===== src/rtl/apb_req_arbiter.sv =====
// Two-requester round-robin APB master: grants one requester at a time, runs
// the SETUP/ACCESS handshake and aborts accesses whose pready never arrives.
module apb_req_arbiter #(
  parameter int ADDR_W  = 12,
  parameter int DATA_W  = 32,
  parameter int TIMEOUT = 15
) (
  input  logic              pclk,
  input  logic              preset_n,
  input  logic              req0,
  input  logic              wr0,
  input  logic [ADDR_W-1:0] addr0,
  input  logic [DATA_W-1:0] wdata0,
  input  logic              req1,
  input  logic              wr1,
  input  logic [ADDR_W-1:0] addr1,
  input  logic [DATA_W-1:0] wdata1,
  output logic              done0,
  output logic              done1,
  output logic              err,
  output logic [DATA_W-1:0] rdata,
  output logic              psel,
  output logic              penable,
  output logic              pwrite,
  output logic [ADDR_W-1:0] paddr,
  output logic [DATA_W-1:0] pwdata,
  input  logic              pready,
  input  logic [DATA_W-1:0] prdata
);

  typedef enum logic [1:0] {IDLE, SETUP, ACCESS, DONE} state_t;

  state_t            state_reg, state_next;
  logic              ptr_reg, ptr_next;
  logic              grant_reg, grant_next;
  logic [7:0]        cnt_reg, cnt_next;
  logic [1:0]        done_reg, done_next;
  logic              err_reg, err_next;
  logic [DATA_W-1:0] rdata_reg, rdata_next;
  logic              psel_reg, psel_next;
  logic              penable_reg, penable_next;
  logic              pwrite_reg, pwrite_next;
  logic [ADDR_W-1:0] paddr_reg, paddr_next;
  logic [DATA_W-1:0] pwdata_reg, pwdata_next;
  logic              win;

  always_ff @(posedge pclk or negedge preset_n) begin
    if (!preset_n) begin
      state_reg   <= IDLE;
      ptr_reg     <= 1'b0;
      grant_reg   <= 1'b0;
      cnt_reg     <= '0;
      done_reg    <= '0;
      err_reg     <= 1'b0;
      rdata_reg   <= '0;
      psel_reg    <= 1'b0;
      penable_reg <= 1'b0;
      pwrite_reg  <= 1'b0;
      paddr_reg   <= '0;
      pwdata_reg  <= '0;
    end else begin
      state_reg   <= state_next;
      ptr_reg     <= ptr_next;
      grant_reg   <= grant_next;
      cnt_reg     <= cnt_next;
      done_reg    <= done_next;
      err_reg     <= err_next;
      rdata_reg   <= rdata_next;
      psel_reg    <= psel_next;
      penable_reg <= penable_next;
      pwrite_reg  <= pwrite_next;
      paddr_reg   <= paddr_next;
      pwdata_reg  <= pwdata_next;
    end
  end

  always_comb begin
    state_next   = state_reg;
    ptr_next     = ptr_reg;
    grant_next   = grant_reg;
    cnt_next     = cnt_reg;
    done_next    = '0;
    err_next     = err_reg;
    rdata_next   = rdata_reg;
    psel_next    = psel_reg;
    penable_next = penable_reg;
    pwrite_next  = pwrite_reg;
    paddr_next   = paddr_reg;
    pwdata_next  = pwdata_reg;
    win          = 1'b0;
    case (state_reg)
      IDLE: begin
        if (req0 || req1) begin
          // The pointer only matters on a collision; it always moves past the winner.
          win          = (req0 && req1) ? ptr_reg : req1;
          grant_next   = win;
          ptr_next     = ~win;
          pwrite_next  = win ? wr1 : wr0;
          paddr_next   = win ? addr1 : addr0;
          pwdata_next  = win ? wdata1 : wdata0;
          psel_next    = 1'b1;
          penable_next = 1'b0;
          state_next   = SETUP;
        end
      end
      SETUP: begin
        penable_next = 1'b1;
        state_next   = ACCESS;
      end
      ACCESS: begin
        if (pready) begin
          if (!pwrite_reg) rdata_next = prdata;
          err_next             = 1'b0;
          psel_next            = 1'b0;
          penable_next         = 1'b0;
          done_next[grant_reg] = 1'b1;
          cnt_next             = '0;
          state_next           = DONE;
        end else if (cnt_reg == 8'(TIMEOUT - 1)) begin
          // This wait cycle is the TIMEOUT-th one without pready.
          err_next             = 1'b1;
          rdata_next           = '0;
          psel_next            = 1'b0;
          penable_next         = 1'b0;
          done_next[grant_reg] = 1'b1;
          cnt_next             = '0;
          state_next           = DONE;
        end else begin
          cnt_next = cnt_reg + 8'd1;
        end
      end
      DONE: state_next = IDLE;
      default: state_next = IDLE;
    endcase
  end

  assign done0   = done_reg[0];
  assign done1   = done_reg[1];
  assign err     = err_reg;
  assign rdata   = rdata_reg;
  assign psel    = psel_reg;
  assign penable = penable_reg;
  assign pwrite  = pwrite_reg;
  assign paddr   = paddr_reg;
  assign pwdata  = pwdata_reg;

endmodule

===== config.mk =====
export PLATFORM = sky130hd
export DESIGN_NAME = apb_req_arbiter
export DESIGN_NICKNAME = d
export VERILOG_FILES = /design/src/rtl/apb_req_arbiter.sv
export SDC_FILE = /design/constraint.sdc
export NUM_CORES = 1
export LEC_CHECK = 0
export BUFFER_PORTS_ARGS = -buffer_cell sky130_fd_sc_hd__buf_4
export CAP_MARGIN = 10
export CORE_AREA = 2 2 73 145
export CTS_CLUSTER_DIAMETER = 80
export CTS_CLUSTER_SIZE = 24
export DETAILED_ROUTE_END_ITERATION = 7
export DIE_AREA = 0 0 75 147
export PLACE_DENSITY = 0.74
export SLEW_MARGIN = 30
export SYNTH_ARGS = -nofsm -noshare
export SYNTH_HDL_FRONTEND = slang
export SYNTH_SLANG_ARGS = --single-unit

===== constraint.sdc =====
create_clock -name pclk -period 1.8 [get_ports pclk]
set_clock_uncertainty 0.1 [all_clocks]
set_input_delay 0.36 -clock pclk [delete_from_list [all_inputs] [get_ports pclk]]
set_output_delay 0.36 -clock pclk [all_outputs]
set_load 0.05 [all_outputs]

Yosys cells after proc, flatten, opt, wreduce, memory -nomap -nowiden --
Index checks and enable logic that the tools add are counted.
Storage, ports and cells: bits in registers 94, latch bits 0, bits in writable memories 0, ROM bits 0, logic and storage cells 62, memories kept 0
Cells by class: $add $sub $neg 1, $mul 0, divide/modulo/power cells 0, magnitude comparators 2, eq/ne operators 7, shift-type cells 0, muxes and demuxes 26, bitwise gates (word level) 1, reduce and logical (&&, ||, !) cells 13
Operators with widths (count):
- $mux 32 | 4
- $mux 8 | 2
- $mux 12 | 1
- $mux 2 | 6
- $mux 1 | 9
- $reduce_and 3->1 | 3
- $add 8x1->8 const B | 1
- $eq 8x4->1 const B | 1
- $pmux 2 s4 | 1
- $reduce_and 2->1 | 3
- $eq 2x2->1 const B | 2
- $ne 2x2->1 const B | 2
- $reduce_bool 2->1 | 2
- $ne 3x3->1 const B | 1
- $pmux 1 s3 | 1
- $reduce_bool 3->1 | 1
- $eq 2x1->1 const B | 1
- $logic_and 1x1->1 | 2
- $logic_not 2->1 | 1
- $lt 1x2->1 const B | 1
- $pmux 1 s2 | 1
- $demux 1 s1 | 1
- $ge 1x1->1 const B | 1
- $logic_or 1x1->1 | 1
- $not 1->1 | 1

Depth between registers and ports, before layout --
depth in word-level cells 7, gate-level depth with buffers 7, gate-level depth less buffers 6

Worst setup path after synthesis --
Ideal clock, no wire load.
path kind reg-to-reg, start register cnt_reg[0], end register state_reg[1], arrival time 1.733 ns, path slack -0.161 ns, cell stages (with the launch flop) 7, period minus slack after synthesis 1.961 ns, cell sequence dfrtp_1 inv_1 ha_1 or3b_4 o21ba_2 a21oi_2 mux2_1
On the way: cells in the longest elaborated chain, start to end 3
Ends and longest elaborated chain:
- from (decl) | line 36 | logic [7:0] cnt_reg, cnt_next;
- from (signal assigned) | line 65 | cnt_reg <= cnt_next;
- $eq 8x4->1 | line 119 | end else if (cnt_reg == 8'(TIMEOUT - 1)) begin
- $ne 3x3->1 (no line)
- $reduce_and 2->1 (no line)
- to (signal assigned) | line 62 | state_reg <= state_next;
- to (decl) | line 33 | state_t state_reg, state_next;
Every way passes these cells. A chain may end at the register's enable or synchronous reset.

Worst setup path in the final report --
Same ends and word-level chain as after synthesis.

==> out/qor.json <==
{
  "synth_edf_count": {"value": 0},
  "clock-sinks": {"value": 94},
  "path_delay_family": {"value": "simple AND/OR/NAND/NOR gates"},
  "crit-reg2reg-launch": {"value": "cnt_reg[0]$_DFFE_PN0P_"},
  "grt-ovfl-total": {"value": 0},
  "yosysMostFrequentCell": {"value": "dfrtp_1"},
  "worstMarginPinSlew": {"value": 0.7181, "unit": "ns"},
  "crit_path_max_incr_delay": {"value": 0.43, "unit": "ns"},
  "synth_largest_area_cell": {"value": "dfrtp_1"},
  "max-slew-margin-rel": {"value": 52.01, "unit": "%"},
  "io-pin-count": {"value": 209},
  "ctsRootBufferMaster": {"value": "clkbuf_16"},
  "cts.clk_slew.worst_paths": {"value": 0.07, "unit": "ns"},
  "cell_area_after_layout": {"value": 0.006380, "unit": "mm²"},
  "ys_seq_elements": {"value": 94},
  "avgViaCountPerCell": {"value": 5.310},
  "fillerInstances": {"value": 789},
  "layout.nets": {"value": 682},
  "share_of_synthesized_flip_flops_with_an_asynchronous_set_or_reset": {"value": 100.0, "unit": "%"},
  "period_needed": {"value": 1.907, "unit": "ns"},
  "avgRoutedWirePerCell": {"value": 17.46, "unit": "µm"},
  "multi_input_logic_area": {"value": 0.001335, "unit": "mm²"},
  "syn_nets": {"value": 444},
  "capture_endpoint_of_the_worst_hold_path": {"value": "pwdata[25]$_DFFE_PN0P_"},
  "synth_seq_area_share": {"value": 60.63, "unit": "%"},
  "seqCellArea": {"value": 0.002352, "unit": "mm²"},
  "final_routed_wirelength": {"value": 12.01, "unit": "mm"},
  "drt_pass1_iterations": {"value": 8},
  "post_synth_most_frequent_cells": {"value": "dfrtp_1 (94), inv_1 (51), a222oi_1 (45)"},
  "syn-instance-count": {"value": 310},
  "intPower": {"value": 6.950, "unit": "mW"},
  "timing.final.crit_share": {"value": 105.9, "unit": "%"},
  "sequentialPowerShare": {"value": 27.9, "unit": "%"},
  "die_width": {"value": 75, "unit": "µm"},
  "min-delay-path-class": {"value": "in -> reg"},
  "failed_checks": {"value": "DRC, setup timing"},
  "report.final.hold_viol_count": {"value": 0},
  "grt.total_usage": {"value": 21.00, "unit": "%"},
  "crit_path_required_time": {"value": 1.92, "unit": "ns"},
  "dr_vias": {"value": 3653},
  "achievable-frequency": {"value": 0.5244, "unit": "GHz"},
  "switchingPower": {"value": 6.241, "unit": "mW"},
  "comb_power_share": {"value": 57.3, "unit": "%"},
  "hp-start": {"value": "wdata0[25]"},
  "placed_cell_area": {"value": 0.005868, "unit": "mm²"},
  "critPathSlowestCell": {"value": "or3b_4"},
  "layout-drive-gt1-share": {"value": 51.18, "unit": "%"},
  "route.antenna.remaining_nets": {"value": 0},
  "layout_setup_ws": {"value": -0.1070, "unit": "ns"},
  "unrepaired_setup_endpoints_after_global_routing": {"value": "true"},
  "power_density_normalized_to_cell_area": {"value": 2068, "unit": "mW/mm²"},
  "report.power.total": {"value": 13.19, "unit": "mW"},
  "drv.max_cap_violation_count": {"value": 0},
  "regToRegEndpoint": {"value": "state_reg[1]$_DFFE_PN0P_"},
  "yosys_cell_types": {"value": 40},
  "crit_chain": {"value": "inv_2 > ha_1 > or3b_4 > o21ba_4 > a21oi_4 > mux2_4"},
  "remaining_drc_errors": {"value": 1},
  "yosys_warnings": {"value": 0},
  "end_kind": {"value": "flip-flop"},
  "floorplan.core_area": {"value": 0.009955, "unit": "mm²"},
  "fp.dieArea": {"value": 0.01103, "unit": "mm²"},
  "num_rows": {"value": 52},
  "cp_max_fo": {"value": 5},
  "detailed_route_iter0_violations": {"value": 235},
  "n_antenna_cell": {"value": 0},
  "power.ir.vdd_worst": {"value": 1.390, "unit": "mV"},
  "tritoncts_clock_tree": {"value": "built"},
  "clock_power_share": {"value": 14.8, "unit": "%"},
  "swShare": {"value": 47.31, "unit": "%"},
  "place_congestion": {"value": 0.8087},
  "synth_largest_type_area_fraction": {"value": 60.63, "unit": "%"},
  "worstPathArrival": {"value": 2.03, "unit": "ns"},
  "setup_violations": {"value": 39},
  "depth_of_the_cts_h_tree": {"value": 3},
  "grt_first_pass_wirelength": {"value": 17.64, "unit": "mm"},
  "synthTopCellsByArea": {"value": "dfrtp_1 (61%), a222oi_1 (12%), a22o_1 (7.2%), inv_1 (4.9%), ha_1 (2.3%)"},
  "leakagePower": {"value": 3.373, "unit": "nW"},
  "chipHeight": {"value": 147, "unit": "µm"},
  "timing.reg2reg.worst_path_depth": {"value": 6},
  "setup.reg_to_reg.worst_slack": {"value": -0.11, "unit": "ns"},
  "grt_antenna_before_repair": {"value": 0},
  "post_syn_area_per_cell": {"value": 12.52, "unit": "µm²"},
  "clk_latency": {"value": 0.34, "unit": "ns"},
  "port_buffers": {"value": 208},
  "floorplan.initialDensity": {"value": 38.98, "unit": "%"},
  "numCtsBuffers": {"value": 9},
  "hpwlAfterDp": {"value": 8.439, "unit": "mm"},
  "status": {"value": "finished, violations left"},
  "critPathBufInv": {"value": 1},
  "synth_ff_type": {"value": "dfrtp_1"},
  "setup.worst_path.class": {"value": "reg -> reg"},
  "critical_path.startpoint_type": {"value": "flip-flop"},
  "slew_violations": {"value": 0},
  "grt_start_max_net_pins": {"value": 45},
  "clock_tree.buffer_depth": {"value": 2},
  "area.growth.synth_to_final": {"value": 64.43, "unit": "%"},
  "worstHoldPathCells": {"value": 3},
  "vias_in_the_first_global_route": {"value": 3593},
  "mappedNetlistArea": {"value": 0.003880, "unit": "mm²"},
  "dp_slack": {"value": -0.1137, "unit": "ns"}
}
tightest hold or removal path: stages:
cell	delay, ns
buf_4	0.08
a222oi_1	0.05
inv_1	0.05
power by group through the flow:
stage               Sequential (mW)  Clock (mW)  Combinational, mW
floorplan                      6.51           0               1.83
global placement               3.69           0               7.13
detailed placement             3.64           0               7.29
CTS                            3.66        2.00               7.36
global route                   3.79        2.07               7.98
finish                         3.68        1.96               7.56
cells in the final DEF, fill, tap and decap left out, types with 3 or more instances in the layout:
cell type,Yosys,final
buf_4,0,233
inv_1,51,49
clkbuf_16,0,12
nand2_1,8,7
buf_12,0,8
ha_1,7,6
a21oi_4,0,3
a222oi_1,45,45
nand3_1,3,3
dfrtp_1,94,94
a22o_1,32,32
nor2b_1,5,4
final cells by class:
type | instances | area share (%)
Clock buffer | 9 | 3.530
Clock inverter | 7 | 1.412
Inverter | 51 | 3.001
Multi-Input combinational cell | 145 | 20.93
Sequential cell | 94 | 36.87
Tap cell | 135 | 2.648
Timing Repair Buffer | 247 | 31.61
what timing repair did:
item | 4_1_cts | 5_1_grt
pin swaps | 3 | 4
resized for setup | 6 | 10
hold buffers | 1 | 0
endpoints found under the hold margin | 27 | 0
cloned | 0 | 4
setup endpoints to repair | 71 | 86
setup buffers | 2 | 3
per-layer routing:
metal / vias up / GRT usage, % / share of wire (%)
li1: 1663 / - / -
met1: 1750 / 27.59 / 39
met2: 220 / 32.63 / 49
met3: 20 / 5.487 / 9.7
met4: 0 / 8.304 / 2.4
met5: - / 0 / 0
kinds of logic after synthesis:
family,synth area share [%]
flops,60.63
simple gates,4.999
compound gates,23.77
fa+ha+maj,2.257
buf+inv,7.513
mux,0.8384
worst max-delay path by stage:
stage	slack, ns	end	from	depth (start not counted)
finish	-0.11	state_reg[1]$_DFFE_PN0P_	cnt_reg[0]$_DFFE_PN0P_	6
global route	-0.15	state_reg[1]$_DFFE_PN0P_	cnt_reg[0]$_DFFE_PN0P_	6
CTS	-0.09	state_reg[1]$_DFFE_PN0P_	cnt_reg[0]$_DFFE_PN0P_	6
detailed placement	-0.11	state_reg[1]$_DFFE_PN0P_	cnt_reg[0]$_DFFE_PN0P_	6
global placement	-0.18	rdata[3]$_DFFE_PN0P_	state_reg[0]$_DFFE_PN0P_	5
floorplan	-0.09	state_reg[1]$_DFFE_PN0P_	cnt_reg[0]$_DFFE_PN0P_	6
metrics by stage:
stage,utilization [%],TNS [ns],cells,hold slack [ns]
3_5_place_dp,58.95,-1.664,662,0.2221
2_1_floorplan,-,-0.6201,310,-0.03559
5_1_grt,64.09,-5.112,688,0.1226
6_report,64.09,-2.605,688,0.1290
4_1_cts,62.62,-2.182,681,0.1187
3_3_place_gp,58.90,-5.942,662,0.2196
No activity file was read; power rests on OpenSTA's default activity.
